<file path="src/rtl/mod_updown_counter_if.sv">
// Control and status bundle for mod_updown_counter.
// The master drives the control inputs; the counter (slave) drives count, tc and ovf.
interface mod_updown_counter_if #(
    parameter int WIDTH = 8
);
    logic             sclr;
    logic             ld;
    logic [WIDTH-1:0] d_in;
    logic             en;
    logic             up;
    logic             sat;
    logic [WIDTH-1:0] count;
    logic             tc;
    logic             ovf;

    modport master (output sclr, ld, d_in, en, up, sat, input  count, tc, ovf);
    modport slave  (input  sclr, ld, d_in, en, up, sat, output count, tc, ovf);
endinterface

</file>
<file path="src/rtl/mod_updown_counter.sv">
// Modulo-MOD up/down counter with a DIV-cycle enable prescaler, load clamp,
// wrap/saturate boundary mode, combinational terminal count and a sticky overflow flag.
module mod_updown_counter #(
    parameter int     WIDTH = 8,
    parameter longint MOD   = 200,
    parameter int     DIV   = 1
) (
    input  logic                clk,
    input  logic                clr_n,
    mod_updown_counter_if.slave bus
);
    localparam int               PW       = (DIV > 1) ? $clog2(DIV) : 1;
    localparam logic [WIDTH:0]   MOD_X    = (WIDTH+1)'(MOD);
    localparam logic [WIDTH:0]   TOP_X    = (WIDTH+1)'(MOD - 1);
    localparam logic [WIDTH-1:0] TOP      = WIDTH'(MOD - 1);
    localparam logic [PW-1:0]    PRE_LAST = PW'(DIV - 1);

    logic [WIDTH-1:0] count_q, count_d;
    logic [PW-1:0]    pre_q, pre_d;
    logic             ovf_q, ovf_d;

    logic [WIDTH:0]   inc_x;
    logic             at_top;
    logic             at_zero;
    logic             boundary;
    logic             pre_wrap;
    logic             step;

    // The increment carries into bit WIDTH so MOD = 2^WIDTH is detected without overflow.
    always_comb begin
        inc_x    = {1'b0, count_q} + (WIDTH+1)'(1);
        at_top   = (inc_x == MOD_X);
        at_zero  = (count_q == '0);
        boundary = bus.up ? at_top : at_zero;
        pre_wrap = (pre_q == PRE_LAST);
        step     = bus.en & pre_wrap & ~bus.sclr & ~bus.ld;
    end

    assign bus.tc    = step & boundary;
    assign bus.count = count_q;
    assign bus.ovf   = ovf_q;

    always_comb begin
        // NOTE: every output of this block gets a default first, so no path can infer a latch.
        count_d = count_q;
        pre_d   = pre_q;
        ovf_d   = ovf_q;
        if (bus.sclr) begin
            count_d = '0;
            pre_d   = '0;
            ovf_d   = 1'b0;
        end else if (bus.ld) begin
            count_d = ({1'b0, bus.d_in} > TOP_X) ? TOP : bus.d_in;
            pre_d   = '0;
        end else if (bus.en) begin
            pre_d = pre_wrap ? '0 : pre_q + PW'(1);
            if (step) begin
                if (boundary) begin
                    ovf_d = 1'b1;
                    if (!bus.sat) begin
                        count_d = bus.up ? '0 : TOP;
                    end
                end else begin
                    count_d = bus.up ? inc_x[WIDTH-1:0] : count_q - WIDTH'(1);
                end
            end
        end
    end

    // NOTE: registers use non-blocking assignments so all of them sample pre-edge values.
    always_ff @(posedge clk or negedge clr_n) begin
        if (!clr_n) begin
            count_q <= '0;
            pre_q   <= '0;
            ovf_q   <= 1'b0;
        end else begin
            count_q <= count_d;
            pre_q   <= pre_d;
            ovf_q   <= ovf_d;
        end
    end
endmodule

</file>
<file path="src/flat_wrapper.sv">
// flat-port wrapper written by rule: the top's interface ports become plain ports
module mod_updown_counter_flat 
#(
    parameter int     WIDTH = 8,
    parameter longint MOD   = 200,
    parameter int     DIV   = 1
)
  (clk, clr_n, bus_sclr, bus_ld, bus_d_in, bus_en, bus_up, bus_sat, bus_count, bus_tc, bus_ovf);
  mod_updown_counter_if #(.WIDTH(WIDTH)) bus_i ();
  input  logic clk;
  input  logic clr_n;
  input wire logic [$bits(bus_i.sclr)-1:0] bus_sclr;
  input wire logic [$bits(bus_i.ld)-1:0] bus_ld;
  input wire logic [$bits(bus_i.d_in)-1:0] bus_d_in;
  input wire logic [$bits(bus_i.en)-1:0] bus_en;
  input wire logic [$bits(bus_i.up)-1:0] bus_up;
  input wire logic [$bits(bus_i.sat)-1:0] bus_sat;
  output wire logic [$bits(bus_i.count)-1:0] bus_count;
  output wire logic [$bits(bus_i.tc)-1:0] bus_tc;
  output wire logic [$bits(bus_i.ovf)-1:0] bus_ovf;
  assign bus_i.sclr = bus_sclr;
  assign bus_i.ld = bus_ld;
  assign bus_i.d_in = bus_d_in;
  assign bus_i.en = bus_en;
  assign bus_i.up = bus_up;
  assign bus_i.sat = bus_sat;
  assign bus_count = bus_i.count;
  assign bus_tc = bus_i.tc;
  assign bus_ovf = bus_i.ovf;
  mod_updown_counter #(.WIDTH(WIDTH), .MOD(MOD), .DIV(DIV)) u_core (.clk(clk), .clr_n(clr_n), .bus(bus_i));
endmodule
</file>
<file path="config.mk">
export PLATFORM = sky130hd
export DESIGN_NAME = mod_updown_counter_flat
export DESIGN_NICKNAME = d
export VERILOG_FILES = /design/src/rtl/mod_updown_counter_if.sv /design/src/rtl/mod_updown_counter.sv /design/src/flat_wrapper.sv
export SDC_FILE = /design/constraint.sdc
export NUM_CORES = 1
export LEC_CHECK = 0
export CAP_MARGIN = 20
export CORE_MARGIN = 3
export CORE_UTILIZATION = 27
export DETAILED_ROUTE_END_ITERATION = 6
export PLACE_DENSITY = 0.48
export SKIP_LAST_GASP = 1
export SLEW_MARGIN = 20
export SYNTH_ARGS = -nofsm -noshare
export SYNTH_HDL_FRONTEND = slang
export SYNTH_SLANG_ARGS = --single-unit
</file>
<file path="constraint.sdc">
create_clock -name clk -period 2.46 [get_ports clk]
set_input_delay 0.492 -clock clk [delete_from_list [all_inputs] [get_ports clk]]
set_output_delay 0.492 -clock clk [all_outputs]
set_load 0.01 [all_outputs]
</file>
==> flow_metrics.tcl <==
set metrics [dict create \
    drt_iter0_markers 42 \
    maxCapViolCount 0 \
    crit_chain "inv_1 -> ha_2 -> or2b_4 -> or4_4 -> nand2_4 -> and3_4 -> buf_6" \
    grt_max_degree 17 \
    yosysWarnings 0 \
    drt-total-wl_um 3290 \
    utilization_pct 48.3 \
    end_kind "output port" \
    ant_nets 0 \
    status "finished with violations" \
    netlist_area_um2 985 \
    drv_slew 0 \
    crit_path_max_incr_delay_ns 0.50 \
    worstSkewPairLatency_ns 0.27 \
    synthTopCellsByArea "dfrtp_1, o21ai_0, nand2_1" \
    synth.top_cells.by_count "nand2_1, o21ai_0, dfrtp_1, nand3_1, a21oi_1" \
    io_buffers 24 \
    wl_per_cell_um 14.3 \
    hp-class "register to register" \
    fmax_mhz 391 \
    antenna_found_initial 0 \
    row_count 21 \
    cts.reportedPaths.clkPinSlew_ns 0.07 \
    worstSetupStartpointType "register" \
    overflow 0 \
    instances_no_fill 230 \
    synth_top_area_share_pct 22.9 \
    cp.required_ns 1.97 \
    synth_edf_count 0 \
    dp_cells 223 \
    relSlewSlack_pct 72.2 \
    cts_root_buf "clkbuf_4" \
    fin_crit_sh_pct 104 \
    drtPass1Iterations 4 \
    clock_sinks 9 \
    hold_viol 0 \
    synth_nets 140 \
    ir_drop_mv 0.241 \
    place_congestion 0.836 \
    die_w_um 66.4 \
    die_area_mm2 0.00441 \
    htreeDepth 1 \
    n_antenna_cell 0 \
    seq_area_frac_synth_pct 22.9 \
    worst_path_dominant_cell_family "simple AND/OR/NAND/NOR gates" \
    critPathArrivalTime_ns 2.07 \
    num_vias 1175 \
    cts_tree "done" \
    grt_pass1_vias 1156 \
    viasPerCell 5.11 \
    powerDensity_mw_per_mm2 414 \
    worstSetupPathType "register to output port" \
    fp.coreArea_mm2 0.00342 \
    boundaryPins 25 \
    ys_seq_elements 9 \
    synth_area_per_cell_um2 8.07 \
    cp_num_buf_inv 2 \
    synthToLayoutAreaGrowth_pct 67.5 \
    yosysTopAreaCell "dfrtp_1" \
    fin_crit_ns 2.56 \
    ys.flop_type "dfrtp_1" \
    hpwl_um 2680 \
    layout.nets 203 \
    synth_cells 122 \
    synth.distinct_cells 48 \
    gr-usage-all-layers_pct 16.1 \
    drc 0 \
    initial_core_util_pct 28.8 \
    fin_skew_ns 0.00423 \
    cts_buffer_depth 2 \
    slowest_stage "or4_4" \
    die_y_um 66.4 \
    worst_slew_pin_slew_ns 0.413 \
    setup_viol 1 \
    hold_buffers 0 \
    reg2reg_setup_slack_ns 0.15 \
    rsz0062_at_grt "true" \
    violations "negative setup slack" \
    grt_pass1_wl_um 5450 \
    fin_ws_ns -0.0982 \
    drive_above_1_share_pct 38.6 \
    cts_inserted_buffers 3 \
    synthMostInstantiatedCell "nand2_1" \
    leakagePower_nw 0.707 \
    worstPathMaxFanout 5 \
    async_flop_share_pct 100 \
]
## sequential cells by signal, summed over array words and instances, names as in the netlist
register	count
u_core.bus.count	8
u_core.bus.ovf	1
## metrics by stage
stage | TNS, ns | area, µm² | setup WS, ns | hold WS (ns) | total power [mW]
5_1_grt | -0.161 | 1650 | -0.161 | 0.542 | 0.727
3_3_place_gp | -0.521 | 1520 | -0.348 | 0.486 | 0.533
3_5_place_dp | -0.537 | 1520 | -0.334 | 0.485 | 0.536
6_report | -0.0982 | 1650 | -0.0982 | 0.498 | 0.682
2_1_floorplan | 0 | 985 | 0.0252 | 0.196 | 0.353
4_1_cts | -0.115 | 1570 | -0.0851 | 0.505 | 0.670
## cell families after synthesis
logic type / after synthesis / share of synthesized area (%)
and+or+nand+nor: 50 / 29.5
AOI/OAI and AO/OA: 42 / 31.1
buffers and inverters: 13 / 7.88
DFF: 9 / 22.9
xor gates and xnor gates: 3 / 2.67
adders and majority gates: 3 / 3.81
muxes: 2 / 2.16
## final timing paths
kind                            depth (start not counted)                               to                             from
worst max-delay path                                    7                           bus_tc  u_core.bus.count[1]$_DFFE_PN0P_
worst min register to register                          1       u_core.bus.ovf$_DFFE_PN0P_       u_core.bus.ovf$_DFFE_PN0P_
max in group asynchronous                               1  u_core.bus.count[4]$_DFFE_PN0P_                            clr_n
worst max register to register                         10  u_core.bus.count[6]$_DFFE_PN0P_  u_core.bus.count[0]$_DFFE_PN0P_
min in group asynchronous                               1       u_core.bus.ovf$_DFFE_PN0P_                            clr_n
worst min-delay path                                    1       u_core.bus.ovf$_DFFE_PN0P_       u_core.bus.ovf$_DFFE_PN0P_
## what timing repair did
item                                    CTS  global route
buffers inserted                          3             0
pin swaps                                 4             5
resized for setup                         8            14
hold endpoints to repair                  0             0
endpoints found under the setup margin    1             5
## where the power goes
part	internal (mW)	switching (mW)
clock network	0.0629	0.0587
logic	0.216	0.164
registers	0.165	0.0160
## layer usage
| metal | global-route usage, % | share of wire, % | vias up |
|---|---|---|---|
| li1 | - | - | 586 |
| met1 | 22.3 | 48 | 556 |
| met2 | 26.4 | 47 | 28 |
| met3 | 1.02 | 3.3 | 5 |
| met4 | 5.33 | 1.2 | 0 |
| met5 | 0 | 0 | - |
## cell usage in the layout (no fill, tap or decap), types with 2 or more instances in the layout
| cell | Yosys | layout |
|---|---|---|
| buf_4 | 0 | 42 |
| clkdlybuf4s50_1 | 0 | 23 |
| nand2_1 | 13 | 12 |
| o21ai_0 | 11 | 11 |
| dfrtp_1 | 9 | 9 |
| nand3_1 | 9 | 8 |
| a21oi_1 | 8 | 8 |
| nor2_1 | 6 | 6 |
| inv_1 | 4 | 4 |
| o31ai_1 | 4 | 4 |
| xnor2_1 | 3 | 3 |
| o41ai_2 | 0 | 3 |
| clkbuf_4 | 0 | 3 |
| or4_1 | 2 | 2 |
| a22oi_1 | 2 | 2 |
| a211oi_1 | 2 | 2 |
| ha_1 | 3 | 2 |
| buf_6 | 3 | 2 |
## layout make-up
type / instances / area [µm²]
fillers: 341 / 1770
well taps: 46 / 57.6
clock buffers: 4 / 26.3
repair buffers: 67 / 568
multi-input cells: 100 / 757
inverters: 4 / 15.0
flip-flops and latches: 9 / 225
No activity file was read; power rests on OpenSTA's default activity.
